<file path="src/rtl/imem_fetch_seq_if.sv">
// ---------------------------------------------------------------------------
// imem_fetch_seq_if
// Bundles the fetch sequencer's control, ROM and status signals.
//   master : environment side (drives Stall/Branch/Jump/Halt requests and the
//            combinational ROM word ImemInst; observes all sequencer outputs)
//   slave  : sequencer side (imem_fetch_seq)
// Signals:
//   Stall, Branch, BranchOff[15:0], Jump, JumpIdx[25:0], Halt  - requests
//   ImemAddr[31:0] / ImemInst[31:0]                            - ROM port
//   Inst[31:0], InstValid                                      - decode feed
//   PC[31:0], PCPlus4[31:0], State[1:0], Fault[1:0],
//   RetiredCnt[15:0]                                           - status
// ---------------------------------------------------------------------------
interface imem_fetch_seq_if;
   logic        Stall;
   logic        Branch;
   logic [15:0] BranchOff;
   logic        Jump;
   logic [25:0] JumpIdx;
   logic        Halt;
   logic [31:0] ImemAddr;
   logic [31:0] ImemInst;
   logic [31:0] Inst;
   logic        InstValid;
   logic [31:0] PC;
   logic [31:0] PCPlus4;
   logic [1:0]  State;
   logic [1:0]  Fault;
   logic [15:0] RetiredCnt;

   modport master (
      output Stall, Branch, BranchOff, Jump, JumpIdx, Halt, ImemInst,
      input  ImemAddr, Inst, InstValid, PC, PCPlus4, State, Fault, RetiredCnt
   );

   modport slave (
      input  Stall, Branch, BranchOff, Jump, JumpIdx, Halt, ImemInst,
      output ImemAddr, Inst, InstValid, PC, PCPlus4, State, Fault, RetiredCnt
   );
endinterface

</file>
<file path="src/rtl/imem_fetch_seq.sv">
// ---------------------------------------------------------------------------
// imem_fetch_seq
// Instruction-fetch sequencer for the single-cycle MIPS core. Owns the PC,
// addresses the combinational instruction ROM, selects the next PC from
// sequential / branch / jump sources, honours stall and halt, and faults when
// the PC would leave the populated ROM window.
// Ports:
//   Clk   : rising-edge clock
//   Reset : synchronous, active-high reset (wins over every other input)
//   bus   : imem_fetch_seq_if.slave (requests, ROM port, decode feed, status)
// Parameters:
//   RESET_PC   : PC loaded on reset
//   IMEM_WORDS : ROM depth; legal PC range is 0 .. 4*IMEM_WORDS-4
// ---------------------------------------------------------------------------
module imem_fetch_seq #(
   parameter logic [31:0] RESET_PC   = 32'h0000_0000,
   parameter int unsigned IMEM_WORDS = 32
) (
   input logic              Clk,
   input logic              Reset,
   imem_fetch_seq_if.slave  bus
);

   typedef enum logic [1:0] {
      BOOT = 2'b00,
      RUN  = 2'b01,
      HALT = 2'b10
   } state_e;

   typedef enum logic [1:0] {
      F_NONE  = 2'b00,
      F_RANGE = 2'b01,
      F_HALT  = 2'b10
   } fault_e;

   localparam logic [31:0] PC_LIMIT = 32'(4 * IMEM_WORDS);

   state_e      state_q;
   fault_e      fault_q;
   logic [31:0] pc_q;
   logic [15:0] ret_q;
   logic        valid_q;

   logic [31:0] pc_plus4;
   logic [31:0] br_tgt;
   logic [31:0] jmp_tgt;
   logic [31:0] npc_d;
   logic        npc_oor;
   logic [15:0] ret_d;

   always_comb begin
      pc_plus4 = pc_q + 32'd4;
      // Sign-extended word offset; the add wraps mod 2^32, so a negative
      // target below zero lands high and is caught by the range check.
      br_tgt   = pc_plus4 + {{14{bus.BranchOff[15]}}, bus.BranchOff, 2'b00};
      jmp_tgt  = {pc_plus4[31:28], bus.JumpIdx, 2'b00};
      npc_d    = pc_plus4;
      if (bus.Jump) begin
         npc_d = jmp_tgt;
      end else if (bus.Branch) begin
         npc_d = br_tgt;
      end
      npc_oor  = (npc_d >= PC_LIMIT);
      ret_d    = (ret_q == '1) ? ret_q : ret_q + 16'd1;
   end

   always_ff @(posedge Clk) begin
      if (Reset) begin
         state_q <= BOOT;
         fault_q <= F_NONE;
         pc_q    <= RESET_PC;
         ret_q   <= '0;
         valid_q <= 1'b0;
      end else begin
         case (state_q)
            BOOT: begin
               if (bus.Halt) begin
                  state_q <= HALT;
                  fault_q <= F_HALT;
                  valid_q <= 1'b0;
               end else begin
                  state_q <= RUN;
                  valid_q <= 1'b1;
               end
            end
            RUN: begin
               if (bus.Halt) begin
                  state_q <= HALT;
                  fault_q <= F_HALT;
                  valid_q <= 1'b0;
               end else if (!bus.Stall) begin
                  // The faulting instruction itself still retires; only the
                  // PC update is suppressed so it stays at the culprit.
                  ret_q <= ret_d;
                  if (npc_oor) begin
                     state_q <= HALT;
                     fault_q <= F_RANGE;
                     valid_q <= 1'b0;
                  end else begin
                     pc_q <= npc_d;
                  end
               end
            end
            HALT: begin
               valid_q <= 1'b0;
            end
            default: begin
               state_q <= HALT;
               valid_q <= 1'b0;
            end
         endcase
      end
   end

   assign bus.ImemAddr   = pc_q;
   assign bus.PC         = pc_q;
   assign bus.PCPlus4    = pc_plus4;
   assign bus.State      = state_q;
   assign bus.Fault      = fault_q;
   assign bus.RetiredCnt = ret_q;
   assign bus.InstValid  = valid_q;
   assign bus.Inst       = valid_q ? bus.ImemInst : '0;

endmodule

</file>
<file path="src/flat_wrapper.sv">
// flat-port wrapper written by rule: the top's interface ports become plain ports
module imem_fetch_seq_flat 
#(
   parameter logic [31:0] RESET_PC   = 32'h0000_0000,
   parameter int unsigned IMEM_WORDS = 32
)
  (Clk, Reset, bus_Stall, bus_Branch, bus_BranchOff, bus_Jump, bus_JumpIdx, bus_Halt, bus_ImemInst, bus_ImemAddr, bus_Inst, bus_InstValid, bus_PC, bus_PCPlus4, bus_State, bus_Fault, bus_RetiredCnt);
  imem_fetch_seq_if bus_i ();
  input logic Clk;
  input logic Reset;
  input wire logic [$bits(bus_i.Stall)-1:0] bus_Stall;
  input wire logic [$bits(bus_i.Branch)-1:0] bus_Branch;
  input wire logic [$bits(bus_i.BranchOff)-1:0] bus_BranchOff;
  input wire logic [$bits(bus_i.Jump)-1:0] bus_Jump;
  input wire logic [$bits(bus_i.JumpIdx)-1:0] bus_JumpIdx;
  input wire logic [$bits(bus_i.Halt)-1:0] bus_Halt;
  input wire logic [$bits(bus_i.ImemInst)-1:0] bus_ImemInst;
  output wire logic [$bits(bus_i.ImemAddr)-1:0] bus_ImemAddr;
  output wire logic [$bits(bus_i.Inst)-1:0] bus_Inst;
  output wire logic [$bits(bus_i.InstValid)-1:0] bus_InstValid;
  output wire logic [$bits(bus_i.PC)-1:0] bus_PC;
  output wire logic [$bits(bus_i.PCPlus4)-1:0] bus_PCPlus4;
  output wire logic [$bits(bus_i.State)-1:0] bus_State;
  output wire logic [$bits(bus_i.Fault)-1:0] bus_Fault;
  output wire logic [$bits(bus_i.RetiredCnt)-1:0] bus_RetiredCnt;
  assign bus_i.Stall = bus_Stall;
  assign bus_i.Branch = bus_Branch;
  assign bus_i.BranchOff = bus_BranchOff;
  assign bus_i.Jump = bus_Jump;
  assign bus_i.JumpIdx = bus_JumpIdx;
  assign bus_i.Halt = bus_Halt;
  assign bus_i.ImemInst = bus_ImemInst;
  assign bus_ImemAddr = bus_i.ImemAddr;
  assign bus_Inst = bus_i.Inst;
  assign bus_InstValid = bus_i.InstValid;
  assign bus_PC = bus_i.PC;
  assign bus_PCPlus4 = bus_i.PCPlus4;
  assign bus_State = bus_i.State;
  assign bus_Fault = bus_i.Fault;
  assign bus_RetiredCnt = bus_i.RetiredCnt;
  imem_fetch_seq #(.RESET_PC(RESET_PC), .IMEM_WORDS(IMEM_WORDS)) u_core (.Clk(Clk), .Reset(Reset), .bus(bus_i));
endmodule
</file>
<file path="config.mk">
export PLATFORM = sky130hd
export DESIGN_NAME = imem_fetch_seq_flat
export DESIGN_NICKNAME = d
export VERILOG_FILES = /design/src/rtl/imem_fetch_seq_if.sv /design/src/rtl/imem_fetch_seq.sv /design/src/flat_wrapper.sv
export SDC_FILE = /design/constraint.sdc
export NUM_CORES = 1
export LEC_CHECK = 0
export CAP_MARGIN = 20
export CORE_UTILIZATION = 47
export DETAILED_ROUTE_END_ITERATION = 7
export HOLD_SLACK_MARGIN = 0.03
export PLACE_DENSITY = 0.83
export SYNTH_ARGS = -nofsm -noshare
export SYNTH_HDL_FRONTEND = slang
export SYNTH_SLANG_ARGS = --single-unit
export TNS_END_PERCENT = 10
</file>
<file path="constraint.sdc">
create_clock -name Clk -period 8.7 [get_ports Clk]
set_input_delay 0.87 -clock Clk [delete_from_list [all_inputs] [get_ports Clk]]
set_output_delay 0.87 -clock Clk [all_outputs]
set_load 0.01 [all_outputs]
</file>
* Word level (Yosys, flattened, before mapping) *
Index checks and enable logic that the tools add are counted.

storage, ports and cells
  register bits after elaboration = 53
  input port bits = 80
  logic and storage cells = 45

cells by class
  add/subtract/negate cells = 3
  $lt $le $gt $ge = 1
  equal/unequal tests = 6
  muxes and demuxes = 18
  bitwise gates (word level) = 5
  reductions and logical operators = 7

operator list
  cell                                                                number
  2-to-1 mux 32 bit                                                   3
  adder 32 x 3 -> 32 bit, second input constant                       1
  adder 32 bit                                                        1
  greater-or-equal comparator 32 x 8 -> 1 bit, second input constant  1
  adder 16 x 1 -> 16 bit, second input constant                       1
  == test 16 bit, second input constant                               1
  2-to-1 mux 2 bit                                                    8
  AND reduction 4 bit                                                 3
  case mux 2 bit (3 select lines)                                     1
  NOT 1 bit                                                           5
  2-to-1 mux 1 bit                                                    4
  case mux 2 bit (2 select lines)                                     1
  != test 3 x 2 -> 1 bit, second input constant                       1
  != test 3 bit, second input constant                                1
  AND reduction 3 bit                                                 1
  == test 2 x 1 -> 1 bit, second input constant                       1
  == test 2 bit, second input constant                                1
  zero test 2 bit                                                     1
  != test 2 bit, second input constant                                1
  case mux 1 bit (2 select lines)                                     1
  AND reduction 2 bit                                                 1
  nonzero test 2 bit                                                  1

* Depth between registers and ports, before layout *
  depth after elaboration = 9
  gate-level depth with buffers = 21

* Worst setup path before layout *
Ideal clock, no wire load.

  kind = reg2reg
  from = reg u_core.pc_q[2], in the netlist u_core.bus.ImemAddr[2]
  to = reg u_core.pc_q[0], in the netlist u_core.bus.ImemAddr[0]
  library setup time = 136 ps
  arrival time = 4231 ps
  data required time = 8564 ps
  setup slack = 4333 ps
  cell stages (with the launch flop) = 19
  buffers on the path = 3
  period minus slack after synthesis = 4367 ps
  cell sequence = dfxtp_1 ha_1 clkbuf_1 nand4_1 nor2_1 and3_1 xor2_1 ha_1 clkbuf_1 nand4_1 nor3_1 a21oi_1 a31o_2 a2111oi_0 a41oi_1 or2_1 buf_2 nor3_4 a211oi_1

between the ends
  longest elaborated chain between the ends = 7

RTL lines
  what                                             RTL line               source
  from (decl)                                      imem_fetch_seq.sv:40   logic [31:0] pc_q;
  from (signal assigned)                           imem_fetch_seq.sv:100  pc_q <= npc_d;
  adder 32 x 3 -> 32 bit (*)                       imem_fetch_seq.sv:52   pc_plus4 = pc_q + 32'd4;
  net bus_PCPlus4[26]                              flat_wrapper.sv:22     output wire logic [$bits(bus_i.PCPlus4)-1:0] bus_PCPlus4;
  adder 32 bit                                     imem_fetch_seq.sv:55   br_tgt = pc_plus4 + {{14{bus.BranchOff[15]}}, bus.BranchOff, 2'b00};
  2-to-1 mux 32 bit (*)                            imem_fetch_seq.sv:60   end else if (bus.Branch) begin
  2-to-1 mux 32 bit (*)                            imem_fetch_seq.sv:58   if (bus.Jump) begin
  greater-or-equal comparator 32 x 8 -> 1 bit (*)  imem_fetch_seq.sv:63   npc_oor = (npc_d >= PC_LIMIT);
  NOT 1 bit (no source line) (*)                   -
  AND reduction 4 bit (no source line) (*)         -

Mark *: on every way through the listed nets, which the timed path passes. The rest lies on a longest branch.
A chain may end at the register's enable or synchronous reset.

* Worst setup path after layout *
  from = reg u_core.pc_q[4], in the netlist u_core.bus.ImemAddr[4]
  to = reg u_core.pc_q[1], in the netlist u_core.bus.ImemAddr[1]

between the ends
  longest elaborated chain between the ends = 7

RTL lines
  what                                             RTL line
  adder 32 x 3 -> 32 bit (*)                       imem_fetch_seq.sv:52
  adder 32 bit                                     imem_fetch_seq.sv:55
  2-to-1 mux 32 bit                                imem_fetch_seq.sv:60
  2-to-1 mux 32 bit (*)                            imem_fetch_seq.sv:58
  greater-or-equal comparator 32 x 8 -> 1 bit (*)  imem_fetch_seq.sv:63
  NOT 1 bit (no source line) (*)                   -
  AND reduction 4 bit (no source line) (*)         -

Mark *: on every way between the ends. The rest lies on a longest branch, timed or not.

==> key figures <==
Status
  – Status: finished clean

Clock network
  – Root buf cell: clkbuf_16
  – Clk pin slew, worst setup/hold paths: approximately 0.07 ns
  – Worst-skew pair later-pin latency: 0.29 ns
  – TritonCTS Buffers: 5
  – Hold_buf cts: 0
  – Max Root-Sink Buffers: 2
  – Sink Count: 53
  – CTS H-tree lvls: 2
  – Gates resized, CTS repair: 0
  – Total setup buffers inserted after CTS: 0
  – CTS tree: done

Critical path
  – Critical Path Fanout Max: 9
  – Critical path endpoint category: flop
  – Worst Path Arrival: 5.65 ns
  – Slowest-stage cell, CP: a2111oi_0
  – CP Cell Sequence: and4_1 -> nand4_1 -> nor2_1 -> xor2_1 -> ha_1 -> a21oi_1 -> o21ai_0 -> a22oi_1 -> a21oi_1 -> a31o_2 -> a2111oi_0 -> a41oi_1 -> or2_1 -> nor3_4 -> a211oi_1
  – CP most frequent cell: a21oi_1
  – Req. time, crit path: between 8 and 9 ns
  – Setup Crit Path Kind: reg -> reg
  – Crit path largest cell delay: approximately 0.56 ns
  – Startpoint Class: flop

Finish
  – Register area: around 1100 um^2
  – Fillers: 933
  – Layout cells sized above 1: 5.17%
  – Area of the multi-input gates: between 3000 and 4000 um^2
  – Design area: between 7000 and 8000 um^2
  – Non-Filler Instances: 1,029
  – Antenna Cells: 0
  – Area Growth Syn to Fin: 40.9%
  – Fin nets: 1,003

Floorplan
  – Core area: 11,000 um^2
  – # IOs: approximately 230
  – Die area: ~12,000 um^2
  – Initial Utilization: approximately 50%
  – Row cnt: 38
  – Die height: 109 um
  – Die width: 109 um

Yosys
  – Synthesized net count: 835
  – Area leader, netlist: dfxtp_1
  – Top cell type's share of synthesized area: around a fifth
  – #FFs+latches synth: 53
  – Synth warnings: 0
  – Synthesized area: about 5400 um^2
  – FFs w/ async S/R, synth: 0%
  – Sequential share of the synthesized area: around a fifth
  – Synth area leaders: dfxtp_1, ha_1, nand2_1
  – Syn Area/Cell: ~7.5 um^2
  – Top FF cell, synth: dfxtp_1
  – Commonest cells in the netlist: nand2_1, dfxtp_1, nor2_1
  – Unique cell type count in the Yosys netlist: 75
  – Most frequent cell after synthesis: nand2_1
  – Gate Count Post-Synth: 720
  – EDFF count, synth: 0

Drt
  – Final WL: approximately 20,000 um
  – Vias/cell: 5.89
  – Avg WL per Cell: about 19 um
  – DR vias: about 6,100
  – DRT iter0 DRCs: slightly below 500
  – Post-DRT Antenna Nets: 0
  – Drc violations: 0
  – Drt first pass iters: 5

Global route
  – Initial antenna violation count: 0
  – GRT Total Usage: 31.5%
  – Number of global-route vias before repair: between 5,000 and 6,000
  – Congestion Overflow GR: 0
  – First-pass GRT wire length: around 29,000 um
  – Largest net degree at the start of global routing: 35

Place
  – HPWL after DPL: 15,700 um
  – Placed cells: ~1,000
  – Final RePlAce weighted congestion: just over 1
  – PortBufs: 228
  – Dpl cell area: around 7400 um^2

Timing
  – TNS Setup: 0 ns
  – Final hold vios: 0
  – Hold WS: roughly 0.50 ns
  – Max-slew violations: 0
  – Final period utilization: a little under two thirds
  – Worst Skew: 0.00478 ns
  – Unrepaired setup endpoints after global routing: false
  – Worst slew pin tran: 0.937 ns
  – Max Clk Rate: about 0.18 GHz
  – Final setup viols: 0
  – Slew HR: roughly 37%
  – Final min period: approximately 5.5 ns

Power
  – Pleak: 2.90 nW
  – Power Density: around 79 nW/um^2
  – VDD IR max: approximately 0.082 mV

Job
  – Max_cap viols: 0

Worst hold path
  – Hold Path Class: reg -> reg
==> critical path: cells and delay by family (launching register included) <==
family,cells,cell delay (ns)
AO/OA/AOI/OAI,8,2.29
XOR/XNOR,1,0.42
adder cells (fa/ha/maj),1,0.40
flip-flops,1,0.52
AND/OR/NAND/NOR,5,1.73
==> sequential cells by signal, indices dropped and copies added (netlist names) <==
signal,count
u_core.bus.Fault,2
u_core.bus.ImemAddr,32
u_core.bus.InstValid,1
u_core.bus.RetiredCnt,16
u_core.bus.State,2
==> metal layers <==
metal  global-route usage (%)  share of wire (%)  vias up
met2                     50.0                 46      328
met3                     5.57                8.8       38
met1                     43.7                 43     2796
li1                         -                  -     2895
met5                        0                  0        -
met4                     8.86                2.2        0
==> worst paths after layout <==
| kind | start | endpoint | slack (ns) | cells past startpoint |
|---|---|---|---|---|
| worst max register to register | u_core.bus.ImemAddr[4] | u_core.bus.ImemAddr[1] | 3.18 | 15 |
| worst min register to register | u_core.bus.Fault[0] | u_core.bus.Fault[0] | 0.50 | 1 |
| worst max-delay path | u_core.bus.ImemAddr[4] | u_core.bus.ImemAddr[1] | 3.18 | 15 |
| worst min-delay path | u_core.bus.Fault[0] | u_core.bus.Fault[0] | 0.50 | 1 |
==> where the power goes <==
group	switching (mW)	internal, mW
sequential	0.00233	0.244
clock	0.0870	0.144
combinational	0.0608	0.0625
==> cell type report <==
type | count | share of cell area, %
Inverter | 19 | 0.935
Sequential cell | 53 | 13.9
Tap cell | 140 | 2.30
Clock inverter | 2 | 0.492
Multi-Input combinational cell | 579 | 50.4
Clock buffer | 6 | 1.82
Timing Repair Buffer | 230 | 30.1
==> stage by stage <==
stage / total power, mW / setup slack, ns / utilization, %
floorplan: 0.311 / 4.33 / -
CTS: 0.601 / 3.31 / 69.1
global placement: 0.371 / 3.31 / 67.5
detailed placement: 0.372 / 3.35 / 67.5
finish: 0.600 / 3.18 / 69.1
global route: 0.622 / 2.79 / 69.1
==> kinds of logic after synthesis <==
kind of cell    after synthesis  share of synthesized area, %
xor+xnor                     57                          9.23
flops                        53                          19.6
simple gates                304                          30.9
compound gates              179                          21.9
fa+ha+maj                    35                          8.23
mux                           4                         0.786
buf+inv                      88                          9.34
==> cells in the final DEF (no fill, tap or decap), types with 5 or more instances in the layout <==
cell / instances
nand3_1: 25
a211oi_1: 14
xnor2_1: 27
inv_1: 18
or3_1: 12
o22ai_1: 7
o31ai_1: 8
ha_1: 34
a21oi_1: 50
nor3_1: 19
xor2_1: 30
clkdlybuf4s50_1: 228
a21o_1: 7
o21ai_0: 36
clkbuf_16: 5
nand2_1: 73
nor2b_1: 6
and2_1: 38
dfxtp_1: 53
nor2_1: 53
a31oi_1: 9
and4_1: 5
and2_4: 20
and3_1: 8
nand4_1: 21
No activity file was read; power rests on OpenSTA's default activity.
